## config.mk

```make
export PLATFORM = sky130hd
export DESIGN_NAME = i2c_target_regs
export DESIGN_NICKNAME = d
export VERILOG_FILES = /design/src/rtl/i2c_target_regs.sv
export SDC_FILE = /design/constraint.sdc
export NUM_CORES = 1
export LEC_CHECK = 0
export CORE_AREA = 8 8 101 103
export CTS_BUF_LIST = sky130_fd_sc_hd__clkbuf_2
export CTS_CLUSTER_DIAMETER = 150
export DETAILED_ROUTE_END_ITERATION = 6
export DIE_AREA = 0 0 109 111
export PLACE_DENSITY = 0.66
export REMOVE_ABC_BUFFERS = 1
export SYNTH_ARGS = -nofsm -noshare
export SYNTH_HDL_FRONTEND = slang
export SYNTH_SLANG_ARGS = --single-unit
```

## constraint.sdc

```tcl
create_clock -name clk -period 5.68 [get_ports clk]
set_input_delay 1.136 -clock clk [delete_from_list [all_inputs] [get_ports clk]]
set_output_delay 1.136 -clock clk [all_outputs]
set_load 0.05 [all_outputs]
```

## src/rtl/i2c_target_regs.sv

```systemverilog
// I2C target exposing NREGS 8-bit registers behind a byte pointer with auto-increment.
// SCL/SDA are synchronized and majority-filtered; SDA is driven open-drain, changing only on SCL falling.
module i2c_target_regs #(
  parameter logic [6:0]  DEV_ADDR = 7'h50,
  parameter int unsigned NREGS    = 4,
  parameter logic [7:0]  RST_VAL  = 8'h00
) (
  input  logic                     clk,
  input  logic                     rst_n,
  input  logic                     scl_i,
  input  logic                     sda_i,
  output logic                     sda_o,
  output logic [8*NREGS-1:0]       regs_o,
  output logic                     wr_stb_o,
  output logic [$clog2(NREGS)-1:0] wr_idx_o,
  output logic                     busy_o
);
  localparam int unsigned PW = $clog2(NREGS);
  localparam int unsigned RW = 8 * NREGS;

  typedef enum logic [3:0] {
    IDLE, ADDR, ACK_A, PTR, ACK_P, WR, ACK_W, RD, MACK, IGNORE
  } state_e;

  function automatic logic maj3(input logic a, input logic b, input logic c);
    return (a & b) | (a & c) | (b & c);
  endfunction

  logic [1:0]    scl_sync_q, scl_sync_d, sda_sync_q, sda_sync_d;
  logic [1:0]    scl_hist_q, scl_hist_d, sda_hist_q, sda_hist_d;
  logic          scl_f_q, scl_f_d, sda_f_q, sda_f_d;
  logic          scl_p_q, scl_p_d, sda_p_q, sda_p_d;

  state_e        state_q, state_d;
  logic [3:0]    cnt_q, cnt_d;
  logic [7:0]    shift_q, shift_d;
  logic [7:0]    tx_q, tx_d;
  logic [PW-1:0] ptr_q, ptr_d;
  logic [RW-1:0] regs_q, regs_d;
  logic          sda_q, sda_d;
  logic          wr_stb_q, wr_stb_d;
  logic [PW-1:0] wr_idx_q, wr_idx_d;
  logic          busy_q, busy_d;
  logic          rw_q, rw_d;
  logic          nack_q, nack_d;

  logic          scl_rise_c, scl_fall_c, start_c, stop_c;
  logic [7:0]    cur_byte_c;

  // Input conditioning: 2-FF sync, then majority of three consecutive synced samples
  always_comb begin
    scl_sync_d = {scl_sync_q[0], scl_i};
    sda_sync_d = {sda_sync_q[0], sda_i};
    scl_hist_d = {scl_hist_q[0], scl_sync_q[1]};
    sda_hist_d = {sda_hist_q[0], sda_sync_q[1]};
    scl_f_d    = maj3(scl_sync_q[1], scl_hist_q[0], scl_hist_q[1]);
    sda_f_d    = maj3(sda_sync_q[1], sda_hist_q[0], sda_hist_q[1]);
    scl_p_d    = scl_f_q;
    sda_p_d    = sda_f_q;
  end

  assign scl_rise_c = scl_f_q & ~scl_p_q;
  assign scl_fall_c = ~scl_f_q & scl_p_q;
  assign start_c    = scl_f_q & sda_p_q & ~sda_f_q;
  assign stop_c     = scl_f_q & ~sda_p_q & sda_f_q;
  assign cur_byte_c = regs_q[{ptr_q, 3'b000} +: 8];

  always_comb begin
    state_d  = state_q;
    cnt_d    = cnt_q;
    shift_d  = shift_q;
    tx_d     = tx_q;
    ptr_d    = ptr_q;
    regs_d   = regs_q;
    sda_d    = sda_q;
    wr_stb_d = 1'b0;
    wr_idx_d = wr_idx_q;
    busy_d   = busy_q;
    rw_d     = rw_q;
    nack_d   = nack_q;
    // START/STOP take priority over any SCL edge seen in the same cycle
    if (stop_c) begin
      state_d = IDLE;
      busy_d  = 1'b0;
      sda_d   = 1'b1;
      cnt_d   = 4'd0;
    end else if (start_c) begin
      state_d = ADDR;
      busy_d  = 1'b1;
      sda_d   = 1'b1;
      cnt_d   = 4'd0;
    end else begin
      case (state_q)
        ADDR, PTR, WR: begin
          if (scl_rise_c && cnt_q != 4'd8) begin
            shift_d = {shift_q[6:0], sda_f_q};
            cnt_d   = cnt_q + 4'd1;
          end else if (scl_fall_c && cnt_q == 4'd8) begin
            cnt_d = 4'd0;
            if (state_q == ADDR) begin
              if (shift_q[7:1] == DEV_ADDR) begin
                sda_d   = 1'b0;
                rw_d    = shift_q[0];
                state_d = ACK_A;
              end else begin
                state_d = IGNORE;
              end
            end else if (state_q == PTR) begin
              ptr_d   = shift_q[PW-1:0];
              sda_d   = 1'b0;
              state_d = ACK_P;
            end else begin
              regs_d[{ptr_q, 3'b000} +: 8] = shift_q;
              wr_stb_d = 1'b1;
              wr_idx_d = ptr_q;
              ptr_d    = ptr_q + PW'(1);
              sda_d    = 1'b0;
              state_d  = ACK_W;
            end
          end
        end
        ACK_A: begin
          if (scl_fall_c) begin
            if (rw_q) begin
              sda_d   = cur_byte_c[7];
              tx_d    = {cur_byte_c[6:0], 1'b0};
              cnt_d   = 4'd0;
              state_d = RD;
            end else begin
              sda_d   = 1'b1;
              state_d = PTR;
            end
          end
        end
        ACK_P, ACK_W: begin
          if (scl_fall_c) begin
            sda_d   = 1'b1;
            state_d = WR;
          end
        end
        RD: begin
          if (scl_fall_c) begin
            if (cnt_q == 4'd7) begin
              sda_d   = 1'b1;
              ptr_d   = ptr_q + PW'(1);
              cnt_d   = 4'd0;
              state_d = MACK;
            end else begin
              sda_d = tx_q[7];
              tx_d  = {tx_q[6:0], 1'b0};
              cnt_d = cnt_q + 4'd1;
            end
          end
        end
        MACK: begin
          if (scl_rise_c) begin
            nack_d = sda_f_q;
          end else if (scl_fall_c) begin
            if (!nack_q) begin
              sda_d   = cur_byte_c[7];
              tx_d    = {cur_byte_c[6:0], 1'b0};
              cnt_d   = 4'd0;
              state_d = RD;
            end else begin
              state_d = IGNORE;
            end
          end
        end
        IGNORE:  sda_d = 1'b1;
        default: state_d = state_q;
      endcase
    end
  end

  always_ff @(posedge clk or negedge rst_n) begin
    if (!rst_n) begin
      scl_sync_q <= 2'b11;
      sda_sync_q <= 2'b11;
      scl_hist_q <= 2'b11;
      sda_hist_q <= 2'b11;
      scl_f_q    <= 1'b1;
      sda_f_q    <= 1'b1;
      scl_p_q    <= 1'b1;
      sda_p_q    <= 1'b1;
      state_q    <= IDLE;
      cnt_q      <= 4'd0;
      shift_q    <= 8'h00;
      tx_q       <= 8'h00;
      ptr_q      <= '0;
      regs_q     <= {NREGS{RST_VAL}};
      sda_q      <= 1'b1;
      wr_stb_q   <= 1'b0;
      wr_idx_q   <= '0;
      busy_q     <= 1'b0;
      rw_q       <= 1'b0;
      nack_q     <= 1'b1;
    end else begin
      scl_sync_q <= scl_sync_d;
      sda_sync_q <= sda_sync_d;
      scl_hist_q <= scl_hist_d;
      sda_hist_q <= sda_hist_d;
      scl_f_q    <= scl_f_d;
      sda_f_q    <= sda_f_d;
      scl_p_q    <= scl_p_d;
      sda_p_q    <= sda_p_d;
      state_q    <= state_d;
      cnt_q      <= cnt_d;
      shift_q    <= shift_d;
      tx_q       <= tx_d;
      ptr_q      <= ptr_d;
      regs_q     <= regs_d;
      sda_q      <= sda_d;
      wr_stb_q   <= wr_stb_d;
      wr_idx_q   <= wr_idx_d;
      busy_q     <= busy_d;
      rw_q       <= rw_d;
      nack_q     <= nack_d;
    end
  end

  assign sda_o    = sda_q;
  assign regs_o   = regs_q;
  assign wr_stb_o = wr_stb_q;
  assign wr_idx_o = wr_idx_q;
  assign busy_o   = busy_q;

endmodule

```

### Yosys cells after proc, flatten, opt, wreduce, memory -nomap -nowiden

Index checks and enable logic that the tools add are counted.

* $add $sub $neg: 3
* equal/unequal tests: 36
* shift-type cells: 3
* muxes and demuxes: 68
* bitwise gates (word level): 25
* reduce and logical (&&, ||, !) cells: 19

Operators with widths (count)
* 2-to-1 mux 4 bit: 24
* 2-to-1 mux 8 bit: 7
* inequality test 4 bit, second input constant: 11
* bitwise mux 32 bit: 1
* variable shift 8 x 7 -> 32 bit, first input constant: 1
* indexed part select 32 x 6 -> 8 bit: 1
* indexed part select 8 x 7 -> 32 bit: 1
* case mux 8 bit (3 select lines): 1
* 2-to-1 mux 1 bit: 23
* inequality test 2 bit, second input constant: 11
* equality test 4 x 3 -> 1 bit, second input constant: 5
* case mux 4 bit (5 select lines): 1
* AND reduction 10 bit: 2
* case mux 4 bit (4 select lines): 1
* AND reduction 8 bit: 2
* 2-to-1 mux 2 bit: 7
* AND reduction 7 bit: 2
* AND 1 bit: 12
* equality test 4 bit, second input constant: 3
* inequality test 5 bit, second input constant: 2
* inverter 1 bit: 9
* AND reduction 9 bit: 1
* equality test 4 x 2 -> 1 bit, second input constant: 2
* AND reduction 4 bit: 2
* 17 further kinds: 22

* bits in registers: 77
* input port bits: 4
* output and inout port bits: 37
* word-level logic and storage cells: 174

### Depth between registers and ports, before layout

Gate-level depths: netlist (run 1).

* word-level depth: 8
* depth in mapped cells: 8
* depth with buffers taken out: 7

### Least setup slack after synthesis (run 1)

No wires, ideal clock.

* path kind: register -> register
* from: register ptr_q[0]
* to: register regs_q[1] (netlist: regs_o[1])
* library setup time: 0.083 ns
* data arrival time: 2.001 ns
* required time: 5.597 ns
* setup slack: 3.595 ns
* stages on the path, launching flop included: 8
* buffers on the path: 2
* period minus slack after synthesis: 2.085 ns
* cell sequence: dfrtp_1 -> buf_2 -> buf_2 -> inv_1 -> ha_1 -> nor3b_1 -> nand2_1 -> o21ai_0

* cells in the longest elaborated chain, start to end: 3
* elaborated cells on any way between the ends: 4
* classes of those cells: add/sub: 1; shift: 2; mux: 1

RTL lines
* start, declared: line 38 `logic [PW-1:0] ptr_q, ptr_d;`
* start signal, assigned: line 210 `ptr_q <= ptr_d;`
* negation 5 -> 7 bit *: line 113 `regs_d[{ptr_q, 3'b000} +: 8] = shift_q;`
* indexed part select 8 x 7 -> 32 bit / variable shift 8 x 7 -> 32 bit (equally long branches): line 113
* bitwise mux 32 bit *: line 113
* end signal, assigned: line 190 `regs_q <= {NREGS{RST_VAL}};`
* end signal, assigned: line 211 `regs_q <= regs_d;`
* end, declared: line 39 `logic [RW-1:0] regs_q, regs_d;`

Every way passes the cells marked *; elsewhere a longest branch is shown, timed or not.
A chain may end at the register's enable or synchronous reset.

### Final worst setup path (run 1)

* from: register sda_q (netlist: sda_o)
* to: output sda_o

RTL lines
* start, declared: line 40 `logic sda_q, sda_d;`
* start signal, assigned: line 191 `sda_q <= 1'b1;`
* start signal, assigned: line 212 `sda_q <= sda_d;`
* end, declared: line 12 `output logic sda_o,`

No word-level cell between the ends.

==> impl_results.html, run 1 <==
<table>
<tr><th>Metric</th><th>Value</th></tr>
<tr><th colspan="2">CTS</th></tr>
<tr><td>Clock buffer depth</td><td>2</td></tr>
<tr><td>CTS H-tree depth</td><td>3</td></tr>
<tr><td>Post-CTS Setup Inserts</td><td>0</td></tr>
<tr><td>Clock edge transition at the registers on the reported setup and hold paths</td><td>0.22 ns</td></tr>
<tr><td>TritonCTS clock tree</td><td>yes</td></tr>
<tr><td>Total CTS buffers</td><td>9</td></tr>
<tr><td>Clock network latency to the later pin of the worst-skew pair</td><td>0.52 ns</td></tr>
<tr><td>Quantity of gates resized following cts</td><td>0</td></tr>
<tr><td>Total of hold buffers inserted after clock tree synthesis</td><td>0</td></tr>
<tr><td>CTS sink cnt</td><td>76</td></tr>
<tr><td>Root Buffer Master</td><td>sky130_fd_sc_hd__clkbuf_2</td></tr>
<tr><th colspan="2">Power</th></tr>
<tr><td>Register share of total power</td><td>47.3%</td></tr>
<tr><td>Final Total Pwr</td><td>1.54 mW</td></tr>
<tr><td>Part of the power in combinational logic</td><td>30.7%</td></tr>
<tr><td>PwrDens</td><td>345 nW/µm²</td></tr>
<tr><td>Clock network power share</td><td>22.1%</td></tr>
<tr><td>Switching Fraction</td><td>37.6%</td></tr>
<tr><td>Maximum VDD drop</td><td>0.198 mV</td></tr>
<tr><td>Internal power</td><td>0.960 mW</td></tr>
<tr><td>Leakage power total</td><td>1.85 nW</td></tr>
<tr><td>Net Switching</td><td>0.579 mW</td></tr>
<tr><th colspan="2">Finish</th></tr>
<tr><td>Diode count</td><td>0</td></tr>
<tr><td>Number of nets in the final layout</td><td>428</td></tr>
<tr><td>Fraction of final layout cells sized beyond drive strength 1</td><td>15.4%</td></tr>
<tr><td>Layout Area Growth over Synthesis</td><td>15.0%</td></tr>
<tr><td>Final standard cell area without fillers</td><td>4460 µm²</td></tr>
<tr><th colspan="2">Timing</th></tr>
<tr><td>Minimum hold slack</td><td>0.371 ns</td></tr>
<tr><td>Clock skew</td><td>0.0327 ns</td></tr>
<tr><td>Hold Vio Cnt, Final</td><td>0</td></tr>
<tr><td>Final setup TNS</td><td>0 ns</td></tr>
<tr><td>Post-layout min period</td><td>3.03 ns</td></tr>
<tr><td>Worst-Margin Slew</td><td>1.22 ns</td></tr>
<tr><td>Final number of max-transition violations</td><td>0</td></tr>
<tr><td>Maximum clock frequency</td><td>0.331 GHz</td></tr>
<tr><td>Setup repair after global routing missed its margin</td><td>no</td></tr>
<tr><td>Setup Viol. Count Final</td><td>0</td></tr>
<tr><td>Post-route worst setup slack</td><td>2.65 ns</td></tr>
<tr><td>Worst slew margin relative to its limit</td><td>18.2%</td></tr>
<tr><td>Period utilisation layout</td><td>53.3%</td></tr>
<tr><th colspan="2">Hold path</th></tr>
<tr><td>Type of the most critical hold path</td><td>flop to flop</td></tr>
<tr><td>Worst Hold Endpoint</td><td>scl_sync_q[1]$_DFF_PN1_</td></tr>
<tr><td>Hold Path Depth</td><td>0</td></tr>
<tr><td>Hold_sp</td><td>scl_sync_q[0]$_DFF_PN1_</td></tr>
<tr><th colspan="2">Setup path</th></tr>
<tr><td>Count of buffer and inverter cells on the critical path</td><td>1</td></tr>
<tr><td>Critical path's largest stage delay</td><td>0.79 ns</td></tr>
<tr><td>Startpoint-to-endpoint class of the critical path</td><td>flop to primary output</td></tr>
<tr><td>Worst reg-to-reg path cell count</td><td>5</td></tr>
<tr><td>Slack of the worst reg-to-reg path</td><td>2.69 ns</td></tr>
<tr><td>Critical path arrival</td><td>1.89 ns</td></tr>
<tr><td>Cells traversed along the worst timing path</td><td>clkdlybuf4s50_1</td></tr>
<tr><td>Crit path launch type</td><td>flop</td></tr>
<tr><td>Category of the worst setup path capture point</td><td>primary output</td></tr>
<tr><td>WP data required</td><td>4.54 ns</td></tr>
<tr><td>Cell family with the largest share of critical-path delay</td><td>buffers and inverters</td></tr>
<tr><td>Critical R2R Launch</td><td>ptr_q[0]$_DFFE_PN0P_</td></tr>
<tr><td>Cell with the largest stage delay on the worst path</td><td>sky130_fd_sc_hd__clkdlybuf4s50_1</td></tr>
<tr><td>R2r endpoint</td><td>regs_o[14]$_DFFE_PN0P_</td></tr>
<tr><td>Maximum net fanout on the critical path</td><td>2</td></tr>
<tr><th colspan="2">Drt</th></tr>
<tr><td>Antenna Nets Post-Route</td><td>0</td></tr>
<tr><td>Initial drt markers</td><td>219</td></tr>
<tr><td>Top Metal Used</td><td>met4</td></tr>
<tr><td>Routed wire length</td><td>9320 µm</td></tr>
<tr><td>Via count normalized by instance count</td><td>5.70</td></tr>
<tr><td>Overall via count from detail_route</td><td>3021</td></tr>
<tr><td>DRC violations left</td><td>0</td></tr>
<tr><td>Met1 layer wirelength in the final routing</td><td>4190 µm</td></tr>
<tr><td>Met3 wire len</td><td>571 µm</td></tr>
<tr><td>Total length of routed met2 wires</td><td>4410 µm</td></tr>
<tr><td>Routed len/inst</td><td>17.6 µm</td></tr>
<tr><td>Drt first pass iters</td><td>4</td></tr>
<tr><th colspan="2">Global route</th></tr>
<tr><td>Pin count of the biggest net entering global routing</td><td>77</td></tr>
<tr><td>Initial antenna violation count</td><td>0</td></tr>
<tr><td>Via count of the first global-routing pass</td><td>2989</td></tr>
<tr><td>Remaining global-route overflow</td><td>0</td></tr>
<tr><td>Total Routing Usage GR</td><td>16.0%</td></tr>
<tr><td>Global-route wire length before repair</td><td>15400 µm</td></tr>
<tr><th colspan="2">Logic synthesis</th></tr>
<tr><td>Simple-gate share of the synthesized area</td><td>19.1%</td></tr>
<tr><td>Synthesized area divided by synthesized cell count</td><td>10.1 µm²</td></tr>
<tr><td>Share of the synthesized area in the top cell type</td><td>40.0%</td></tr>
<tr><td>Most frequently used flop master after synthesis</td><td>sky130_fd_sc_hd__dfrtp_1</td></tr>
<tr><td>Cell taking the most area after synthesis</td><td>sky130_fd_sc_hd__dfrtp_1</td></tr>
<tr><td>Synth Area in XOR/XNOR</td><td>0.677%</td></tr>
<tr><td>Post-synth EDFFs</td><td>0</td></tr>
<tr><td>Yosys cell types</td><td>65</td></tr>
<tr><td>Ys Warns</td><td>0</td></tr>
<tr><td>Sequential area share after synthesis</td><td>49.5%</td></tr>
<tr><td>Synth top cells by count</td><td>97 x sky130_fd_sc_hd__nand2_1, 62 x sky130_fd_sc_hd__dfrtp_1, 42 x sky130_fd_sc_hd__o21ai_0</td></tr>
<tr><td>Multiplexer area fraction after synthesis</td><td>11.2%</td></tr>
<tr><td>Instance count of the mapped netlist</td><td>385</td></tr>
<tr><td>Post-synthesis compound-gate area fraction</td><td>13.6%</td></tr>
<tr><td>Post-synthesis register bit count</td><td>76</td></tr>
<tr><td>Combinational family with the most area after synthesis</td><td>simple AND/OR/NAND/NOR gates</td></tr>
<tr><td>Cell area after synthesis</td><td>3880 µm²</td></tr>
<tr><td>Fraction of the mapped netlist area in adder cells</td><td>2.77%</td></tr>
<tr><td>Top-count cell post-synth</td><td>sky130_fd_sc_hd__nand2_1</td></tr>
<tr><td>Top cells by area in the synthesized netlist</td><td>sky130_fd_sc_hd__dfrtp_1 40%, sky130_fd_sc_hd__dfstp_2 9.5%, sky130_fd_sc_hd__nand2_1 9.4%</td></tr>
<tr><td>Post-synth ARST share</td><td>100%</td></tr>
<tr><th colspan="2">Placement</th></tr>
<tr><td>Placed cell areas</td><td>4320 µm²</td></tr>
<tr><td>Port-buffer cells</td><td>40</td></tr>
<tr><td>Routability congestion estimate from global placement</td><td>0.900</td></tr>
<tr><td>DPL Wire Length</td><td>6370 µm</td></tr>
<tr><td>Dpl ws</td><td>2.73 ns</td></tr>
<tr><th colspan="2">Floorplanning</th></tr>
<tr><td>IO Count</td><td>41</td></tr>
<tr><td>Core outline area</td><td>8550 µm²</td></tr>
<tr><td>Placement Rows</td><td>34</td></tr>
<tr><td>Die ar.</td><td>12100 µm²</td></tr>
<tr><td>Width of the die</td><td>109 µm</td></tr>
<tr><td>Die Height</td><td>111 µm</td></tr>
<tr><td>Initial Util</td><td>45.4%</td></tr>
<tr><th colspan="2">Outcome</th></tr>
<tr><td>Run status</td><td>finished clean</td></tr>
<tr><th colspan="2">Run</th></tr>
<tr><td>Reported max-cap violation count</td><td>0</td></tr>
</table>
==> metrics by stage <==
| stage | util (%) | std cells |
|---|---|---|
| 2_1_floorplan | - | 366 |
| 4_1_cts | 52.2 | 530 |
| 3_3_place_gp | 50.6 | 514 |
| 3_5_place_dp | 50.6 | 514 |
| 6_report | 52.2 | 530 |
| 5_1_grt | 52.2 | 530 |
==> logic make-up after synthesis <==
family / after synthesis
flops: 76
simple gates: 154
buf+inv: 28
mux: 31
xor+xnor: 3
fa+ha+maj: 9
compound gates: 84
==> sequential cells by signal, indices dropped and copies added, names as in the netlist, 4 cells and up <==
name / count
tx_q: 7
cnt_q: 4
state_q: 4
shift_q: 8
regs_o: 32
==> area by class of cell <==
| class | instances | area [µm²] |
|---|---|---|
| clock buffer | 10 | 50.0 |
| clock inverter | 6 | 87.6 |
| fill | 763 | 4090 |
| inverter | 9 | 33.8 |
| multi-input combinational | 281 | 1840 |
| sequential | 76 | 1920 |
| tap | 108 | 135 |
| timing repair buffer | 40 | 398 |
==> worst max path at each step <==
stage	from	endpoint	slack, ns	cells past startpoint
finish	sda_o$_DFFE_PN1P_	sda_o	2.65	1
detailed placement	ptr_q[0]$_DFFE_PN0P_	regs_o[14]$_DFFE_PN0P_	2.73	5
floorplan	ptr_q[0]$_DFFE_PN0P_	regs_o[0]$_DFFE_PN0P_	3.56	5
global route	ptr_q[0]$_DFFE_PN0P_	regs_o[15]$_DFFE_PN0P_	2.30	5
CTS	sda_o$_DFFE_PN1P_	sda_o	2.61	1
global placement	ptr_q[0]$_DFFE_PN0P_	regs_o[15]$_DFFE_PN0P_	2.84	5
==> layout by cell type, fill, tap and decap left out, types with 4 or more instances in the layout <==
| master | instances |
|---|---|
| sky130_fd_sc_hd__nand2_1 | 97 |
| sky130_fd_sc_hd__nand2b_1 | 4 |
| sky130_fd_sc_hd__mux2i_1 | 4 |
| sky130_fd_sc_hd__ha_1 | 7 |
| sky130_fd_sc_hd__a21oi_1 | 15 |
| sky130_fd_sc_hd__clkdlybuf4s50_1 | 39 |
| sky130_fd_sc_hd__inv_1 | 9 |
| sky130_fd_sc_hd__nor3_1 | 5 |
| sky130_fd_sc_hd__nor2_1 | 6 |
| sky130_fd_sc_hd__dfrtp_1 | 62 |
| sky130_fd_sc_hd__mux2_2 | 19 |
| sky130_fd_sc_hd__mux4_2 | 8 |
| sky130_fd_sc_hd__dfstp_2 | 14 |
| sky130_fd_sc_hd__nor3b_1 | 5 |
| sky130_fd_sc_hd__clkbuf_2 | 10 |
| sky130_fd_sc_hd__nand3_1 | 10 |
| sky130_fd_sc_hd__o21ai_0 | 42 |
==> layer usage <==
layer	vias up	track usage [%]
li1	1426	-
met1	1488	21.6
met2	95	23.9
met3	12	3.60
met4	0	6.76
met5	-	0
==> power by group through the flow <==
stage	logic, mW	clock network, mW	registers (mW)
3_5_place_dp	0.467	0	0.733
5_1_grt	0.521	0.371	0.740
6_report	0.472	0.340	0.728
4_1_cts	0.471	0.354	0.724
2_1_floorplan	0.355	0	0.709
3_3_place_gp	0.463	0	0.734
Note: power is estimated with default switching activity, not from simulation.
==> inputs of run 2 (changes only) <==
--- a/config.mk
+++ b/config.mk
@@ -10,7 +10,7 @@
 export CTS_CLUSTER_DIAMETER = 150
 export DETAILED_ROUTE_END_ITERATION = 6
 export DIE_AREA = 0 0 109 111
-export PLACE_DENSITY = 0.66
+export PLACE_DENSITY = 0.69
 export REMOVE_ABC_BUFFERS = 1
 export SYNTH_ARGS = -nofsm -noshare
 export SYNTH_HDL_FRONTEND = slang
==> constraint.sdc (replaced) <==
create_clock -name clk -period 2.5 [get_ports clk]
set_input_delay 0.5 -clock clk [delete_from_list [all_inputs] [get_ports clk]]
set_output_delay 0.5 -clock clk [all_outputs]
set_load 0.05 [all_outputs]
==> run 2 against run 1 <==
Net effect: sequential cell count unchanged; sequential share of layout area decreased by 1.6 points; global-route usage increased by 0.77 points; non-clock buffer count increased by 21; setup slack got worse by 2.5 ns; utilization increased by 2.0 points; routed wire length increased by 1.8%; critical endpoint unchanged.
==> impl_results.html, run 2 (synthesis results as in run 1) <==
<table>
<tr><th>Metric</th><th>Value</th></tr>
<tr><th colspan="2">Drt</th></tr>
<tr><td>Initial drt markers</td><td>212 (was 219)</td></tr>
<tr><td>Routed wire length</td><td>9480 µm (was 9320 µm)</td></tr>
<tr><td>Antenna Nets Post-Route</td><td>0 (unchanged)</td></tr>
<tr><td>Drt first pass iters</td><td>5 (was 4)</td></tr>
<tr><td>Routed len/inst</td><td>17.2 µm (was 17.6 µm)</td></tr>
<tr><td>DRC violations left</td><td>0 (unchanged)</td></tr>
<tr><td>Overall via count from detail_route</td><td>3058 (was 3021)</td></tr>
<tr><td>Via count normalized by instance count</td><td>5.55 (was 5.70)</td></tr>
<tr><th colspan="2">Global route</th></tr>
<tr><td>Met2 usage in global routing</td><td>24.5% (was 23.9%)</td></tr>
<tr><td>Most used routing layer in global routing</td><td>met2 (unchanged)</td></tr>
<tr><td>Initial antenna violation count</td><td>0 (unchanged)</td></tr>
<tr><td>Remaining global-route overflow</td><td>0 (unchanged)</td></tr>
<tr><td>Total Routing Usage GR</td><td>16.8% (was 16.0%)</td></tr>
<tr><td>Global-route wire length before repair</td><td>16100 µm (was 15400 µm)</td></tr>
<tr><td>Via count of the first global-routing pass</td><td>3126 (was 2989)</td></tr>
<tr><td>Met3 Resource Use GR</td><td>4.53% (was 3.60%)</td></tr>
<tr><td>Global-route track usage on met1</td><td>23.0% (was 21.6%)</td></tr>
<tr><td>Pin count of the biggest net entering global routing</td><td>44 (was 77)</td></tr>
<tr><th colspan="2">Timing</th></tr>
<tr><td>Hold Vio Cnt, Final</td><td>0 (unchanged)</td></tr>
<tr><td>Setup Viol. Count Final</td><td>0 (unchanged)</td></tr>
<tr><td>Period utilisation layout</td><td>95.8%</td></tr>
<tr><td>Final setup TNS</td><td>0 ns (unchanged)</td></tr>
<tr><td>Worst slew margin relative to its limit</td><td>62.6% (was 18.2%)</td></tr>
<tr><td>Worst-Margin Slew</td><td>0.561 ns (was 1.22 ns)</td></tr>
<tr><td>Final number of max-transition violations</td><td>0 (unchanged)</td></tr>
<tr><td>Clock skew</td><td>0.0370 ns (was 0.0327 ns)</td></tr>
<tr><td>Post-layout min period</td><td>2.39 ns</td></tr>
<tr><td>Post-route worst setup slack</td><td>0.105 ns (was 2.65 ns)</td></tr>
<tr><td>Setup repair after global routing missed its margin</td><td>no (unchanged)</td></tr>
<tr><td>Minimum hold slack</td><td>0.358 ns (was 0.371 ns)</td></tr>
<tr><td>Maximum clock frequency</td><td>0.418 GHz</td></tr>
<tr><th colspan="2">Setup path</th></tr>
<tr><td>Maximum net fanout on the critical path</td><td>2 (unchanged)</td></tr>
<tr><td>Cells traversed along the worst timing path</td><td>clkdlybuf4s50_1 (unchanged)</td></tr>
<tr><td>Startpoint-to-endpoint class of the critical path</td><td>flop to primary output (unchanged)</td></tr>
<tr><td>Cell with the largest stage delay on the worst path</td><td>sky130_fd_sc_hd__clkdlybuf4s50_1 (unchanged)</td></tr>
<tr><td>WP data required</td><td>2.00 ns (was 4.54 ns)</td></tr>
<tr><td>Count of buffer and inverter cells on the critical path</td><td>1 (unchanged)</td></tr>
<tr><td>Cell family with the largest share of critical-path delay</td><td>buffers and inverters (unchanged)</td></tr>
<tr><td>Crit. path cell count</td><td>1 (unchanged)</td></tr>
<tr><td>Category of the worst setup path capture point</td><td>primary output (unchanged)</td></tr>
<tr><td>Critical path's largest stage delay</td><td>0.79 ns (about the same)</td></tr>
<tr><td>Worst reg-to-reg path cell count</td><td>7 (was 5)</td></tr>
<tr><td>Crit path launch type</td><td>flop (unchanged)</td></tr>
<tr><td>Critical path arrival</td><td>1.89 ns (about the same)</td></tr>
<tr><th colspan="2">Hold path</th></tr>
<tr><td>Type of the most critical hold path</td><td>flop to flop (unchanged)</td></tr>
<tr><td>Hold Path Depth</td><td>0 (unchanged)</td></tr>
<tr><th colspan="2">Power</th></tr>
<tr><td>Maximum VDD drop</td><td>0.444 mV (was 0.198 mV)</td></tr>
<tr><td>Internal power</td><td>2.21 mW (was 0.960 mW)</td></tr>
<tr><td>PwrDens</td><td>763 nW/µm² (was 345 nW/µm²)</td></tr>
<tr><td>Register share of total power</td><td>46.1% (was 47.3%)</td></tr>
<tr><td>Net Switching</td><td>1.32 mW (was 0.579 mW)</td></tr>
<tr><td>Part of the power in combinational logic</td><td>32.2% (was 30.7%)</td></tr>
<tr><td>Clock network power share</td><td>21.6% (was 22.1%)</td></tr>
<tr><td>Leakage power total</td><td>1.96 nW (was 1.85 nW)</td></tr>
<tr><td>Switching Fraction</td><td>37.3% (was 37.6%)</td></tr>
<tr><th colspan="2">Floorplanning</th></tr>
<tr><td>Initial Util</td><td>45.4% (unchanged)</td></tr>
<tr><td>Core outline area</td><td>8550 µm² (unchanged)</td></tr>
<tr><td>Placement Rows</td><td>34 (unchanged)</td></tr>
<tr><td>Die ar.</td><td>12100 µm² (unchanged)</td></tr>
<tr><td>Die Height</td><td>111 µm (unchanged)</td></tr>
<tr><td>Width of the die</td><td>109 µm (unchanged)</td></tr>
<tr><td>IO Count</td><td>41 (unchanged)</td></tr>
<tr><th colspan="2">CTS</th></tr>
<tr><td>Clock buffer depth</td><td>2 (unchanged)</td></tr>
<tr><td>CTS H-tree depth</td><td>3 (unchanged)</td></tr>
<tr><td>Total CTS buffers</td><td>9 (unchanged)</td></tr>
<tr><td>CTS sink cnt</td><td>76 (unchanged)</td></tr>
<tr><td>Total of hold buffers inserted after clock tree synthesis</td><td>1 (was 0)</td></tr>
<tr><td>Post-CTS Setup Inserts</td><td>0 (unchanged)</td></tr>
<tr><td>Clock network latency to the later pin of the worst-skew pair</td><td>0.52 ns (about the same)</td></tr>
<tr><td>TritonCTS clock tree</td><td>yes (unchanged)</td></tr>
<tr><td>Quantity of gates resized following cts</td><td>0 (unchanged)</td></tr>
<tr><td>Root Buffer Master</td><td>sky130_fd_sc_hd__clkbuf_2 (unchanged)</td></tr>
<tr><td>Clock edge transition at the registers on the reported setup and hold paths</td><td>0.21 ns (was 0.22 ns)</td></tr>
<tr><th colspan="2">Placement</th></tr>
<tr><td>Dpl ws</td><td>0.311 ns (was 2.73 ns)</td></tr>
<tr><td>Routability congestion estimate from global placement</td><td>0.877 (was 0.900)</td></tr>
<tr><td>Cell total after placement</td><td>534 (was 514)</td></tr>
<tr><td>Port-buffer cells</td><td>40 (unchanged)</td></tr>
<tr><td>DPL Wire Length</td><td>6870 µm (was 6370 µm)</td></tr>
<tr><th colspan="2">Finish</th></tr>
<tr><td>Post-layout util</td><td>54.1% (was 52.2%)</td></tr>
<tr><td>FF/Latch Area</td><td>1920 µm² (unchanged)</td></tr>
<tr><td>Footprint of the multi-input gates</td><td>1840 µm² (unchanged)</td></tr>
<tr><td>Number of standard cells in the layout, taps in and fillers out</td><td>551 (was 530)</td></tr>
<tr><td>Most frequent cells in the layout</td><td>97 x sky130_fd_sc_hd__nand2_1, 62 x sky130_fd_sc_hd__dfrtp_1, 42 x sky130_fd_sc_hd__o21ai_0, 39 x sky130_fd_sc_hd__clkdlybuf4s50_1, 20 x sky130_fd_sc_hd__buf_4 (was 97 x sky130_fd_sc_hd__nand2_1, 62 x sky130_fd_sc_hd__dfrtp_1, 42 x sky130_fd_sc_hd__o21ai_0, 39 x sky130_fd_sc_hd__clkdlybuf4s50_1, 19 x sky130_fd_sc_hd__mux2_2)</td></tr>
<tr><td>Number of nets in the final layout</td><td>449 (was 428)</td></tr>
<tr><td>Flip-flop count of the largest register, all copies and words added</td><td>32 (unchanged)</td></tr>
<tr><td>Most common cell after layout, fill and taps aside</td><td>sky130_fd_sc_hd__nand2_1 (unchanged)</td></tr>
<tr><td># fillers</td><td>757 (was 763)</td></tr>
<tr><td>Diode count</td><td>0 (unchanged)</td></tr>
<tr><td>Layout Area Growth over Synthesis</td><td>19.3% (was 15.0%)</td></tr>
<tr><td>Fraction of final layout cells sized beyond drive strength 1</td><td>19.2% (was 15.4%)</td></tr>
<tr><th colspan="2">Run</th></tr>
<tr><td>Reported max-cap violation count</td><td>0 (unchanged)</td></tr>
<tr><th colspan="2">Outcome</th></tr>
<tr><td>Run status</td><td>finished clean (unchanged)</td></tr>
</table>
==> run 2: final cells by class <==
cell class	count	share of cell area [%]
multi-input combinational	281	39.7
timing repair buffer	61	12.3
sequential	76	41.5
clock inverter	5	1.68
clock buffer	11	1.19
inverter	9	0.730
tap	108	2.92
==> run 2: power by group through the flow <==
stage          Combinational [mW]  Clock, mW  Sequential, mW
2_1_floorplan               0.806          0            1.61
3_3_place_gp                 1.12          0            1.64
3_5_place_dp                 1.12          0            1.64
4_1_cts                      1.13      0.782            1.62
5_1_grt                      1.25      0.835            1.66
6_report                     1.14      0.764            1.63
==> run 2: per-stage QoR <==
step / instance area (µm²) / total power, mW
after floorplan: 3790 / 2.42
after global placement: 4490 / 2.76
after detailed placement: 4490 / 2.76
after CTS: 4630 / 3.53
after global routing: 4630 / 3.74
final: 4630 / 3.53
==> run 2: metal layers <==
metal | vias up | routed length (µm) | share of wire (%)
met5 | - | 0 | 0
li1 | 1467 | - | -
met4 | 0 | 167 | 1.8
met2 | 98 | 4350 | 46
met1 | 1474 | 4440 | 47
met3 | 19 | 527 | 5.6
==> run 2: final timing paths <==
| kind | start | slack [ns] | endpoint |
|---|---|---|---|
| setup / recovery | sda_o$_DFFE_PN1P_ | 0.11 | sda_o |
| max in group asynchronous | rst_n | 1.42 | shift_q[6]$_DFFE_PN0P_ |
| min in group asynchronous | rst_n | 0.47 | busy_o$_DFFE_PN0N_ |
| hold / removal | sda_sync_q[0]$_DFF_PN1_ | 0.36 | sda_sync_q[1]$_DFF_PN1_ |
| hold reg to reg | sda_sync_q[0]$_DFF_PN1_ | 0.36 | sda_sync_q[1]$_DFF_PN1_ |
| setup reg to reg | cnt_q[0]$_DFFE_PN0P_ | 0.27 | cnt_q[0]$_DFFE_PN0P_ |
